`src/rtl/ym3438_pkg.sv`:
```
// Shared YM3438 definitions: frame geometry, accumulator sizing and the
// conversion from the chip's offset-binary DAC slot format to two's complement.
package ym3438_pkg;

    localparam int unsigned FRAME_SLOTS = 24;
    localparam int unsigned ACC_W       = 14;
    localparam int unsigned CNT_W       = 5;
    localparam int unsigned SAMPLE_W    = 9;

    // Offset binary (0x100 = zero) to signed 9-bit: flip the MSB.
    function automatic logic signed [SAMPLE_W-1:0] slot_to_signed(input logic [SAMPLE_W-1:0] x);
        return {~x[SAMPLE_W-1], x[SAMPLE_W-2:0]};
    endfunction

endpackage

```
`src/rtl/ym3438_frame_fifo.sv`:
```
// Small frame FIFO. The head word and valid flag are registered copies computed
// from the next-state view, so a push is visible right after its edge and the
// outputs never depend combinationally on the consumer handshake.
module ym3438_frame_fifo #(
    parameter int unsigned DEPTH  = 2,
    parameter int unsigned DATA_W = 32
) (
    input  logic              clk,
    input  logic              rst_n,
    input  logic              push,
    input  logic [DATA_W-1:0] din,
    input  logic              pop_req,
    output logic              valid,
    output logic [DATA_W-1:0] head,
    output logic              drop
);

    localparam int unsigned PTR_W = (DEPTH > 1) ? $clog2(DEPTH) : 1;
    localparam int unsigned LVL_W = $clog2(DEPTH + 1);

    typedef logic [PTR_W-1:0] ptr_t;
    typedef logic [LVL_W-1:0] lvl_t;

    localparam ptr_t LAST_PTR = ptr_t'(DEPTH - 1);
    localparam lvl_t DEPTH_L  = lvl_t'(DEPTH);

    logic [DATA_W-1:0] mem_r [DEPTH];
    ptr_t              wr_ptr_r, rd_ptr_r;
    lvl_t              count_r;
    logic              valid_r;
    logic [DATA_W-1:0] head_r;

    logic              pop_s, push_ok_s, drop_s;
    lvl_t              count_after_pop_s, count_next_s;
    ptr_t              rd_next_s, wr_next_s;
    logic [DATA_W-1:0] head_next_s;

    function automatic ptr_t ptr_inc(input ptr_t p);
        return (p == LAST_PTR) ? ptr_t'(0) : p + ptr_t'(1);
    endfunction

    // Next-state: pop is resolved first so a full FIFO can still take a push.
    always_comb begin
        pop_s             = valid_r & pop_req;
        count_after_pop_s = pop_s ? (count_r - lvl_t'(1)) : count_r;
        push_ok_s         = push & (count_after_pop_s != DEPTH_L);
        drop_s            = push & ~push_ok_s;
        rd_next_s         = pop_s ? ptr_inc(rd_ptr_r) : rd_ptr_r;
        wr_next_s         = push_ok_s ? ptr_inc(wr_ptr_r) : wr_ptr_r;
        count_next_s      = push_ok_s ? (count_after_pop_s + lvl_t'(1)) : count_after_pop_s;
        if (count_next_s == lvl_t'(0)) begin
            head_next_s = '0;
        end else if (push_ok_s && (wr_ptr_r == rd_next_s)) begin
            head_next_s = din;
        end else begin
            head_next_s = mem_r[rd_next_s];
        end
    end

    // Storage, pointers and registered head/valid.
    always_ff @(posedge clk or negedge rst_n) begin
        if (!rst_n) begin
            for (int i = 0; i < int'(DEPTH); i++) begin
                mem_r[i] <= '0;
            end
            wr_ptr_r <= '0;
            rd_ptr_r <= '0;
            count_r  <= '0;
            valid_r  <= 1'b0;
            head_r   <= '0;
        end else begin
            if (push_ok_s) begin
                mem_r[wr_ptr_r] <= din;
            end
            wr_ptr_r <= wr_next_s;
            rd_ptr_r <= rd_next_s;
            count_r  <= count_next_s;
            valid_r  <= (count_next_s != lvl_t'(0));
            head_r   <= head_next_s;
        end
    end

    assign valid = valid_r;
    assign head  = head_r;
    assign drop  = drop_s;

endmodule

```
`src/rtl/ym3438_frame_mixer.sv`:
```
// Sums the 24 per-slot DAC samples of each YM3438 frame into one stereo sample,
// buffers completed frames for a consumer and flags dropped or misaligned frames.
module ym3438_frame_mixer
    import ym3438_pkg::*;
#(
    parameter int unsigned FIFO_DEPTH = 2,
    parameter int unsigned OUT_SHIFT  = 2
) (
    input  logic        MCLK,
    input  logic        IC,
    input  logic        cyc_en,
    input  logic        frame_sync,
    input  logic [8:0]  MOL,
    input  logic [8:0]  MOR,
    output logic        out_valid,
    input  logic        out_ready,
    output logic [15:0] out_l,
    output logic [15:0] out_r,
    output logic        ovf,
    output logic        sync_err,
    input  logic        flag_clr
);

    typedef logic signed [ACC_W-1:0] acc_t;

    localparam logic [CNT_W-1:0] CNT_FULL = CNT_W'(FRAME_SLOTS);

    acc_t             acc_l_r, acc_r_r;
    logic [CNT_W-1:0] cnt_r;
    logic             frame_bad_r;
    logic             ovf_r, sync_err_r;

    acc_t             samp_l_s, samp_r_s;
    logic             cnt_full_s, push_s, sync_evt_s, drop_s;
    logic [31:0]      fifo_head_s;

    function automatic acc_t widen(input logic signed [SAMPLE_W-1:0] s);
        return {{(ACC_W - SAMPLE_W){s[SAMPLE_W-1]}}, s};
    endfunction

    function automatic logic [15:0] to_out(input acc_t a);
        logic [15:0] ext;
        ext = {{(16 - ACC_W){a[ACC_W-1]}}, a};
        return ext << OUT_SHIFT;
    endfunction

    // Sample conversion and frame-boundary decisions.
    always_comb begin
        samp_l_s   = widen(slot_to_signed(MOL));
        samp_r_s   = widen(slot_to_signed(MOR));
        cnt_full_s = (cnt_r == CNT_FULL);
        // An over-long frame is corrupt even though cnt reached 24, so it is discarded too.
        push_s     = cyc_en & frame_sync & cnt_full_s & ~frame_bad_r;
        sync_evt_s = cyc_en & ((frame_sync & ~cnt_full_s & (cnt_r != CNT_W'(0)))
                             | (~frame_sync & cnt_full_s));
    end

    // Per-side accumulators and slot counter; idle while cyc_en is low.
    always_ff @(posedge MCLK or negedge IC) begin
        if (!IC) begin
            acc_l_r     <= '0;
            acc_r_r     <= '0;
            cnt_r       <= '0;
            frame_bad_r <= 1'b0;
        end else if (cyc_en) begin
            if (frame_sync) begin
                acc_l_r     <= samp_l_s;
                acc_r_r     <= samp_r_s;
                cnt_r       <= CNT_W'(1);
                frame_bad_r <= 1'b0;
            end else if (!cnt_full_s) begin
                acc_l_r     <= acc_l_r + samp_l_s;
                acc_r_r     <= acc_r_r + samp_r_s;
                cnt_r       <= cnt_r + CNT_W'(1);
                frame_bad_r <= frame_bad_r;
            end else begin
                frame_bad_r <= 1'b1;
            end
        end else begin
            cnt_r <= cnt_r;
        end
    end

    // Sticky status flags; a new event outranks a simultaneous clear.
    always_ff @(posedge MCLK or negedge IC) begin
        if (!IC) begin
            ovf_r      <= 1'b0;
            sync_err_r <= 1'b0;
        end else begin
            if (drop_s) begin
                ovf_r <= 1'b1;
            end else if (flag_clr) begin
                ovf_r <= 1'b0;
            end else begin
                ovf_r <= ovf_r;
            end
            if (sync_evt_s) begin
                sync_err_r <= 1'b1;
            end else if (flag_clr) begin
                sync_err_r <= 1'b0;
            end else begin
                sync_err_r <= sync_err_r;
            end
        end
    end

    ym3438_frame_fifo #(
        .DEPTH  (FIFO_DEPTH),
        .DATA_W (32)
    ) u_fifo (
        .clk     (MCLK),
        .rst_n   (IC),
        .push    (push_s),
        .din     ({to_out(acc_l_r), to_out(acc_r_r)}),
        .pop_req (out_ready),
        .valid   (out_valid),
        .head    (fifo_head_s),
        .drop    (drop_s)
    );

    assign out_l    = fifo_head_s[31:16];
    assign out_r    = fifo_head_s[15:0];
    assign ovf      = ovf_r;
    assign sync_err = sync_err_r;

endmodule

```
`config.mk`:
```
export PLATFORM = sky130hd
export DESIGN_NAME = ym3438_frame_mixer
export DESIGN_NICKNAME = d
export VERILOG_FILES = /design/src/rtl/ym3438_pkg.sv /design/src/rtl/ym3438_frame_fifo.sv /design/src/rtl/ym3438_frame_mixer.sv
export SDC_FILE = /design/constraint.sdc
export NUM_CORES = 1
export LEC_CHECK = 0
export CAP_MARGIN = 20
export CELL_PAD_IN_SITES_DETAIL_PLACEMENT = 1
export CELL_PAD_IN_SITES_GLOBAL_PLACEMENT = 2
export CORE_AREA = 2 2 142 144
export CTS_CLUSTER_DIAMETER = 30
export DETAILED_ROUTE_END_ITERATION = 6
export DIE_AREA = 0 0 144 146
export GPL_TIMING_DRIVEN = 0
export MAX_ROUTING_LAYER = met4
export PLACE_DENSITY_LB_ADDON = 0.1
export SLEW_MARGIN = 20
export SYNTH_ARGS = -nofsm -noshare
export SYNTH_HDL_FRONTEND = slang
export SYNTH_SLANG_ARGS = --single-unit
```
`constraint.sdc`:
```
create_clock -name MCLK -period 2.66 [get_ports MCLK]
set_clock_uncertainty 0.1 [all_clocks]
set_input_delay 0.532 -clock MCLK [delete_from_list [all_inputs] [get_ports MCLK]]
set_output_delay 0.532 -clock MCLK [all_outputs]
set_load 0.01 [all_outputs]
```
==> results of run 1 <==
final cells by class:
cell class              instances  area [um^2]  share of cell area [%]
well taps                     265          332                    3.89
clock buffers                  20          467                    5.48
clock inverters                11          154                    1.81
flip-flops and latches        125         3130                    36.7
plain buffers                  37          248                    2.91
inverters                      16         60.1                   0.705
repair buffers                 65          654                    7.68
multi-input cells             451         3480                    40.8
cells by family (layout without fill, tap and decap cells):
kind of cell             after synthesis  count (layout)  share of synthesized area, %
AO/OA/AOI/OAI                        160             160                          15.3
multiplexers                          95              95                          15.3
buffers and inverters                 54             149                          4.00
adder cells (fa/ha/maj)               31              31                          6.02
flip-flops                           125             125                          46.7
AND/OR/NAND/NOR                      144             144                          10.5
XOR/XNOR                              17              17                          2.22
other                                  1               4                        0.0560
metrics by stage:
step,std cells,worst slack (ps),util [%]
floorplan,630,29.3,-
global placement,948,-4210,39.2
detailed placement,949,-1000,39.3
CTS,990,4.66,43.4
global route,990,-6.40,44.1
finish,990,84.5,44.1
path summary, 6_finish.rpt:
check,startpoint,endpoint
hold reg to reg,u_fifo.mem_r[21]$_DFFE_PN0P_,u_fifo.mem_r[21]$_DFFE_PN0P_
min in group asynchronous,IC,u_fifo.head[27]$_DFF_PN0_
hold / removal,u_fifo.mem_r[21]$_DFFE_PN0P_,u_fifo.mem_r[21]$_DFFE_PN0P_
setup reg to reg,acc_l_r[0]$_DFFE_PN0P_,acc_l_r[10]$_DFFE_PN0P_
max in group asynchronous,IC,acc_r_r[10]$_DFFE_PN0P_
setup / recovery,out_ready,u_fifo.mem_r[62]$_DFFE_PN0P_
where the power goes:
group | total [uW] | switching (uW) | internal [uW]
sequential | 2310 | 245 | 2070
combinational | 2140 | 1250 | 885
clock | 2470 | 919 | 1560
total | 6930 | 2420 | 4510
synthesized netlist by cell type, types with 17 or more instances:
master,number
mux2_2,17
dfrtp_1,125
mux2_1,40
ha_1,29
mux2i_1,38
o21ai_0,41
nor2_1,48
a21oi_1,36
a211oi_1,35
nand2_1,36
registers in the layout (all words and copies together), names as in the netlist:
signal and count:
ovf 1, u_fifo.valid 1, acc_r_r 14, sync_err 1
u_fifo.head 28, cnt_r 5, u_fifo.wr_ptr_r 1, frame_bad_r 1
u_fifo.rd_ptr_r 1, u_fifo.mem_r 56, u_fifo.count_r 2, acc_l_r 14
layer usage:
metal / wire, um / part of all wire (%) / vias up / global-route usage, %
li1: - / - / 2461 / -
met1: 9170 / 47 / 2649 / 25.9
met2: 9560 / 49 / 68 / 33.0
met3: 431 / 2.2 / 16 / 3.72
met4: 269 / 1.4 / 0 / 4.71
met5: 0 / 0 / - / -
what timing repair did:
item / in CTS / in global routing
pin swaps: 5 / 5
endpoints found under the hold margin: 50 / 0
cloned: 0 / 0
hold buffers: 1 / 0
endpoints found under the setup margin: 101 / 98
buffers inserted: 9 / 1
gates resized for setup: 25 / 37
==> impl_metrics.csv, run 1 <==
group,metric,value,unit
routing,totalWireLength,19.4,mm
cells_and_area,final_cell_mix,"dfrtp_1 (125), clkdlybuf4s50_1 (51), nor2_1 (47)",
grt,antenna_found_initial,0,
floorplanning,rows,51,
clock_tree,cts_max_level,4,
floorplanning,die_area,0.0210,mm^2
floorplanning,die_x,144,um
cells_and_area,nFillCells,2123,
routing,post-route-drc-count,0,
floorplanning,ios,59,
synthesis,ys_seq_elements,125,
grt,track_usage,20.2,%
synthesis,synth_top_area_share,46.7,%
worst_setup_path,worstPathMaxFanout,10,
routing,post_drt_via_cell_ratio,5.25,
worst_setup_path,cp.arrival,2770,ps
worst_setup_path,startpoint_type,"primary input",
power,power.density,813,mW/mm^2
sta,tightestPinTransition,918,ps
cells_and_area,layout_commonest_cell,"dfrtp_1",
placement,place.gp.congestion,0.804,
cells_and_area,postLayoutCellArea,0.00852,mm^2
clock_tree,clkTransAtPathRegs,60,ps
placement,io_buffers,53,
synthesis,synth-edff-count,0,
clock_tree,clockBufferDepth,2,
worst_setup_path,crit_chain,"clkdlybuf4s50_1 -> nand2_4 -> nor2_4 -> xnor2_2 -> inv_2 -> ha_4 -> nor4_4 -> buf_6 -> nor2b_2 -> buf_6 -> buf_8 -> mux2_1",
worst_setup_path,worst_r2r_path_depth,7,
worst_setup_path,cpPeakStageDelay,500,ps
worst_setup_path,critPathRequiredTime,2850,ps
routing,drt_pass1_iterations,4,
synthesis,synthCells,627,
clock_tree,cts_tree,"done",
clock_tree,cts_buffers,17,
power,p_total,6930,uW
synthesis,yosys_most_used_dff,"dfrtp_1",
sta,fin_crit_sh,96.8,%
grt,overflow,0,
outcome,status,"finished, final reports clean",
clock_tree,clk_latency,420,ps
synthesis,ys_types,59,
worst_setup_path,cpLargestDelayFamily,"buffers and inverters",
routing,drtAntennaViolNets,0,
grt,grt_pass1_vias,5715,
sta,setup_viol,0,
placement,dpl.hpwl,13.7,mm
cells_and_area,diodes,0,
floorplanning,die_y,146,um
routing,wl_per_cell,19.6,um
power,power_leakage,0.00398,uW
synthesis,ys_seq_area_share,46.7,%
grt,grt_pass1_wl,31.4,mm
cells_and_area,drive_gt1_share,16.1,%
worst_setup_path,crit_cells,12,
routing,num_vias,5194,
sta,hold_viol_final,0,
worst_setup_path,worst-path-buf-inv,5,
synthesis,syn_area_per_cell,10.7,um^2
grt,grt_max_degree,76,
floorplanning,fp.coreArea,0.0193,mm^2
worst_setup_path,critPathKind,"primary input to flip-flop",
floorplanning,initial_utilization,34.6,%
flow_run,maxCapViolCount,0,
synthesis,yosysTopAreaCell,"dfrtp_1",
worst_setup_path,slowest_stage,"clkdlybuf4s50_1",
cells_and_area,nets,768,
sta,slew_violations,0,
sta,post-route-min-period,2580,ps
synthesis,synth_area,0.00670,mm^2
worst_hold_path,whs_path_depth,1,
power,ir_drop,0.518,mV
clock_tree,clkSinkCount,125,
worst_setup_path,rrSetupSlack,140,ps
sta,max_clock_freq,0.388,GHz
sta,final.setup.tns,0,ps
cells_and_area,area_growth,27.3,%
routing,drt_iter0_drc,149,
clock_tree,clockRootBuffer,"clkbuf_16",
synthesis,ys_warn_count,0,
worst_setup_path,crit_top_cell,"buf_6",
synthesis,yosys-top-cells-area,"dfrtp_1 (47%), mux2_1 (6.7%), mux2i_1 (5.7%)",
sta,max_slew_margin,38.8,%
sta,whs,381,ps
synthesis,ys_async_sr_fraction,100,%
placement,post_dp_cell_area,0.00760,mm^2
worst_setup_path,end_kind,"flip-flop",
worst_hold_path,hold_class,"flip-flop to flip-flop",
(Power assumes the default switching activity.)
==> inputs of run 2 (changes only) <==
--- a/config.mk
+++ b/config.mk
@@ -15,7 +15,7 @@
 export GPL_TIMING_DRIVEN = 0
 export MAX_ROUTING_LAYER = met4
 export PLACE_DENSITY_LB_ADDON = 0.1
-export SLEW_MARGIN = 20
+export SLEW_MARGIN = 15
 export SYNTH_ARGS = -nofsm -noshare
 export SYNTH_HDL_FRONTEND = slang
 export SYNTH_SLANG_ARGS = --single-unit
==> impl_metrics.csv, run 2 (synthesis gave the netlist of run 1 again) <==
group,metric,value,unit
grt,grt_pass1_vias,5711,
routing,totalWireLength,19.3,mm
flow_run,maxCapViolCount,0,
placement,dpl.hpwl,13.7,mm
cells_and_area,nets,767,
outcome,status,"finished, final reports clean",
clock_tree,clockBufferDepth,2,
sta,setup_viol,0,
power,ir_drop,0.591,mV
clock_tree,clkSinkCount,125,
routing,post_drt_via_cell_ratio,5.25,
worst_setup_path,end_kind,"flip-flop",
placement,post_dp_cell_area,0.00760,mm^2
worst_hold_path,hold_class,"flip-flop to flip-flop",
clock_tree,clockRootBuffer,"clkbuf_16",
cells_and_area,area_growth,26.6,%
cells_and_area,fin_cells,989,
floorplanning,die_x,144,um
routing,num_vias,5192,
cells_and_area,postLayoutCellArea,0.00848,mm^2
grt,antenna_found_initial,0,
cells_and_area,largest_reg_flops,56,
cells_and_area,final-seq-area,0.00313,mm^2
sta,post-route-min-period,2570,ps
cells_and_area,diodes,0,
grt,grt_pass1_wl,31.4,mm
cells_and_area,multi_input_area,0.00345,mm^2
cells_and_area,regMostFlops,"u_fifo.mem_r",
worst_hold_path,min_to,"u_fifo.mem_r[21]$_DFFE_PN0P_",
floorplanning,fp.coreArea,0.0193,mm^2
sta,fin_crit_sh,96.6,%
floorplanning,die_area,0.0210,mm^2
routing,post-route-drc-count,0,
placement,place.gp.congestion,0.804,
worst_setup_path,worst_r2r_path_depth,7,
clock_tree,cts_buffers,17,
cells_and_area,layout_commonest_cell,"dfrtp_1",
floorplanning,die_y,146,um
clock_tree,cts_max_level,4,
worst_hold_path,min_from,"u_fifo.mem_r[21]$_DFFE_PN0P_",
placement,io_buffers,53,
power,power.density,807,mW/mm^2
routing,drtAntennaViolNets,0,
power,power_leakage,0.00397,uW
floorplanning,rows,51,
routing,wl_per_cell,19.5,um
sta,final.setup.tns,0,ps
worst_setup_path,reg2reg_to,"acc_l_r[10]$_DFFE_PN0P_",
grt,overflow,0,
worst_setup_path,startpoint_type,"primary input",
worst_setup_path,worstPathMaxFanout,10,
worst_setup_path,rrSetupSlack,130,ps
worst_setup_path,critPathRequiredTime,2860,ps
floorplanning,initial_utilization,34.6,%
routing,drt_iter0_drc,165,
cells_and_area,nFillCells,2117,
worst_hold_path,whs_path_depth,1,
sta,hold_viol_final,0,
floorplanning,ios,59,
worst_setup_path,critPathKind,"primary input to flip-flop",
sta,max_slew_margin,36.5,%
clock_tree,clkTransAtPathRegs,60,ps
cells_and_area,drive_gt1_share,15.1,%
grt,grt_max_degree,76,
sta,tightestPinTransition,953,ps
cells_and_area,final_cell_mix,"dfrtp_1 (125), clkdlybuf4s50_1 (51), nor2_1 (46)",
clock_tree,clk_latency,420,ps
grt,track_usage,20.1,%
worst_setup_path,cp.arrival,2770,ps
worst_setup_path,rr_startpoint,"acc_l_r[0]$_DFFE_PN0P_",
clock_tree,cts_tree,"done",
sta,slew_violations,0,
routing,drt_pass1_iterations,4,
placement,dp_cells,949,
sta,max_clock_freq,0.389,GHz
run 2: area by class of cell:
cell class                      instances  share of cell area, %
Timing Repair Buffer                   64                   7.73
Multi-Input combinational cell        451                   40.7
Buffer                                 37                   2.97
Tap cell                              265                   3.91
Clock inverter                         12                   1.87
Clock buffer                           19                   5.22
Inverter                               16                  0.708
Sequential cell                       125                   36.9
run 2: critical path, stage by stage:
cell and delay, ps:
clkdlybuf4s50_1 500, nand2_4 90, nor2_4 130, xnor2_2 150, inv_2 70, ha_4 180
nor4_4 160, buf_6 170, nor2b_2 150, buf_6 140, buf_8 150, mux2_1 330
run 2: metal layers:
| layer | vias up | track usage, % | routed length, um |
|---|---|---|---|
| li1 | 2451 | - | - |
| met1 | 2666 | 26.3 | 9210 |
| met2 | 61 | 32.6 | 9530 |
| met3 | 14 | 3.55 | 420 |
| met4 | 0 | 4.71 | 160 |
| met5 | - | - | 0 |
run 2: worst max path at each step:
| stage | depth (start not counted) | end | slack (ps) | startpoint |
|---|---|---|---|---|
| after floorplan | 10 | u_fifo.mem_r[63]$_DFFE_PN0P_ | 30 | out_ready |
| after detailed placement | 11 | u_fifo.head[20]$_DFF_PN0_ | -1010 | out_ready |
| after global placement | 1 | u_fifo.head[13]$_DFF_PN0_ | -4210 | IC |
| final | 12 | u_fifo.mem_r[42]$_DFFE_PN0P_ | 90 | out_ready |
| after global routing | 12 | u_fifo.mem_r[42]$_DFFE_PN0P_ | -10 | out_ready |
| after CTS | 9 | acc_r_r[8]$_DFFE_PN0P_ | 3 | MOR[0] |
run 2: timing repair:
item,4_1_cts,5_1_grt
setup buffers,7,2
pin swaps,5,5
gates resized for setup,27,28
hold buffers,1,0
setup endpoints to repair,101,92
hold endpoints to repair,50,0
run 2: power breakdown:
group	internal (uW)	switching, uW
clock network	1500	914
registers	2070	242
logic	878	1240
run 2: metrics by stage:
step	worst slack [ps]	util (%)	total power, uW	hold WS (ps)
finish	90.9	43.9	6840	382
global route	-13.5	43.9	7270	394
CTS	2.51	43.3	6830	386
detailed placement	-1010	39.3	4290	374
global placement	-4210	39.2	4230	366
floorplan	29.3	-	3650	136
==> inputs of run 3 (changes only) <==
--- a/config.mk
+++ b/config.mk
@@ -8,14 +8,15 @@
 export CAP_MARGIN = 20
 export CELL_PAD_IN_SITES_DETAIL_PLACEMENT = 1
 export CELL_PAD_IN_SITES_GLOBAL_PLACEMENT = 2
-export CORE_AREA = 2 2 142 144
+export CORE_AREA = 2 2 147 149
 export CTS_CLUSTER_DIAMETER = 30
 export DETAILED_ROUTE_END_ITERATION = 6
-export DIE_AREA = 0 0 144 146
+export DIE_AREA = 0 0 149 151
 export GPL_TIMING_DRIVEN = 0
 export MAX_ROUTING_LAYER = met4
 export PLACE_DENSITY_LB_ADDON = 0.1
 export SLEW_MARGIN = 15
 export SYNTH_ARGS = -nofsm -noshare
 export SYNTH_HDL_FRONTEND = slang
+export SYNTH_HIERARCHICAL = 1
 export SYNTH_SLANG_ARGS = --single-unit
==> impl_metrics.csv, run 3 <==
group,metric,value,unit
worst_setup_path,critPathKind,"primary input to flip-flop",
synthesis,synth_common_cells,"dfrtp_1 (137), nand2_1 (103), mux2_2 (65)",
floorplanning,fp.coreArea,0.0208,mm^2
floorplanning,die_y,151,um
synthesis,synthCells,681,
clock_tree,clockBufferDepth,2,
cells_and_area,area_growth,25.0,%
cells_and_area,final_cell_mix,"dfrtp_1 (137), nand2_1 (102), mux2_2 (64)",
synthesis,ys_seq_elements,137,
placement,place.gp.congestion,0.836,
worst_setup_path,slowest_stage,"clkdlybuf4s50_1",
sta,setup_viol,0,
synthesis,ys_types,58,
cells_and_area,nFillCells,2313,
power,p_switching,2850,uW
routing,post_drt_via_cell_ratio,5.35,
synthesis,syn_area_per_cell,10.5,um^2
worst_setup_path,crit_chain,"clkdlybuf4s50_1 -> nand2_4 -> nor2_1 -> xor2_1 -> ha_2 -> nor2b_4 -> and2_1 -> mux2_4 -> buf_6 -> a311oi_1",
sta,slew_violations,0,
synthesis,ys_seq_area_share,47.9,%
floorplanning,ios,59,
sta,tightestPinTransition,613,ps
cells_and_area,diodes,0,
grt,grt_pass1_wl,34.3,mm
sta,rsz0062_at_grt,"no",
grt,track_usage,20.3,%
clock_tree,clkSinkCount,137,
grt,grt_pass1_vias,6170,
power,power.density,845,mW/mm^2
worst_setup_path,critPathRequiredTime,2870,ps
routing,totalWireLength,20.8,mm
synthesis,synth_top_area_share,47.9,%
power,comb_power_share,32.7,%
power,p_seq_share,34.4,%
synthesis,post-synth-top-count-cell,"dfrtp_1",
cells_and_area,multi_input_area,0.00367,mm^2
worst_setup_path,cpPeakStageDelay,500,ps
floorplanning,initial_utilization,34.4,%
routing,num_vias,5679,
clock_tree,cts_buffers,17,
cells_and_area,layout_commonest_cell,"dfrtp_1",
cells_and_area,nets,829,
synthesis,ys_warn_count,6,
flow_run,maxCapViolCount,0,
floorplanning,die_x,149,um
worst_setup_path,worstPathMaxFanout,10,
clock_tree,clockRootBuffer,"clkbuf_16",
floorplanning,die_area,0.0225,mm^2
sta,hold_viol_final,0,
routing,drtAntennaViolNets,0,
cells_and_area,final-seq-area,0.00343,mm^2
sta,fin_crit_sh,95.8,%
placement,post_dp_cell_area,0.00816,mm^2
worst_hold_path,hold_class,"flip-flop to flip-flop",
routing,drt_iter0_drc,277,
cells_and_area,fin_util,43.0,%
power,swShare,37.7,%
worst_setup_path,startpoint_type,"primary input",
power,power_leakage,0.00392,uW
cells_and_area,largest_reg_flops,64,
sta,post-route-min-period,2550,ps
synthesis,synth_area,0.00716,mm^2
worst_setup_path,rrSetupSlack,140,ps
cells_and_area,regMostFlops,"u_fifo/mem_r",
sta,max_slew_margin,59.2,%
cells_and_area,postLayoutCellArea,0.00895,mm^2
synthesis,yosysTopAreaCell,"dfrtp_1",
power,clkPwrFrac,32.9,%
routing,drt_pass1_iterations,4,
clock_tree,clkTransAtPathRegs,60,ps
synthesis,ys_async_sr_fraction,100,%
synthesis,yosys_most_used_dff,"dfrtp_1",
grt,antenna_found_initial,0,
worst_setup_path,cp.arrival,2760,ps
sta,max_clock_freq,0.392,GHz
worst_setup_path,worst-path-buf-inv,2,
power,ir_drop,0.579,mV
clock_tree,cts_max_level,4,
synthesis,synth-edff-count,0,
clock_tree,cts_tree,"done",
clock_tree,clk_latency,430,ps
placement,io_buffers,57,
routing,wl_per_cell,19.6,um
grt,grt_max_degree,96,
grt,overflow,0,
worst_setup_path,end_kind,"flip-flop",
sta,whs,390,ps
outcome,status,"finished, final reports clean",
floorplanning,rows,53,
cells_and_area,drive_gt1_share,21.1,%
placement,dpl.hpwl,14.4,mm
synthesis,yosys-top-cells-area,"dfrtp_1 (48%), mux2_2 (10%), nand2_1 (5.4%)",
worst_setup_path,cpLargestDelayFamily,"buffers and inverters",
power,internal_power,4710,uW
routing,post-route-drc-count,0,
## run 3: cell count changes after synthesis, sizes merged, moves of 4 or more
cell    previous run  this run
nand2             36       103
a311oi             0        32
mux2i             38         8
nor3              14        42
nor2              48        23
a21oi             36        32
and3               6         2
mux2              57        65
xnor2              9        13
dfrtp            125       137
a211oi            35         8
## run 3: worst paths after layout
kind	depth (start not counted)	to	startpoint
min	1	ovf$_DFFE_PN0P_	ovf$_DFFE_PN0P_
max	10	u_fifo/head[24]$_DFF_PN0_	out_ready
max in group asynchronous	3	u_fifo/mem_r[52]$_DFFE_PN0P_	IC
max reg2reg	9	u_fifo/head[24]$_DFF_PN0_	cnt_r[0]$_DFFE_PN0P_
min in group asynchronous	2	u_fifo/mem_r[6]$_DFFE_PN0P_	IC
min reg2reg	1	ovf$_DFFE_PN0P_	ovf$_DFFE_PN0P_
## run 3: layout make-up
cell class              count  share of cell area, %
plain buffers              36                   2.40
clock inverters            12                   1.86
clock buffers              19                   4.83
multi-input cells         506                   41.0
flip-flops and latches    137                   38.3
repair buffers             64                   7.24
well taps                 275                   3.84
inverters                  12                  0.545
## run 3: metrics by stage
step           power, uW  setup TNS [ps]  cells  setup slack [ps]
6_report            7570               0   1061               111
5_1_grt             8030               0   1061              1.26
4_1_cts             7570               0   1059             0.336
3_5_place_dp        5010         -148800   1025             -1600
3_3_place_gp        4940         -787870   1024             -4720
2_1_floorplan       4160               0    692              62.6
## run 3: power groups by stage
stage | registers (uW) | logic [uW] | clock network, uW
global placement | 2620 | 2320 | 0
detailed placement | 2640 | 2370 | 0
floorplan | 2500 | 1660 | 0
global route | 2650 | 2740 | 2640
CTS | 2600 | 2430 | 2550
finish | 2610 | 2470 | 2490
## run 3: cell families after synthesis
family	after synthesis	synth area share, %
flops	137	47.9
simple gates	206	13.0
other cells	1	0.0523
compound gates	160	16.0
xor+xnor	24	3.04
fa+ha+maj	31	5.62
mux	73	11.3
buf+inv	49	3.16
## run 3: timing repair
action                     4_1_cts  5_1_grt
pin swaps                        4        6
gates resized for setup         26       25
hold buffers                     1        0
buffers inserted                 3        2
setup endpoints to repair      107       71
hold endpoints to repair        42        0
## run 3: per-layer routing
layer | routed length (um) | GRT usage (%) | up-vias | share of wire (%)
li1 | - | - | 2661 | -
met1 | 9790 | 26.1 | 2904 | 47
met2 | 10200 | 33.3 | 88 | 49
met3 | 497 | 3.31 | 26 | 2.4
met4 | 318 | 6.10 | 0 | 1.5
met5 | 0 | - | - | 0
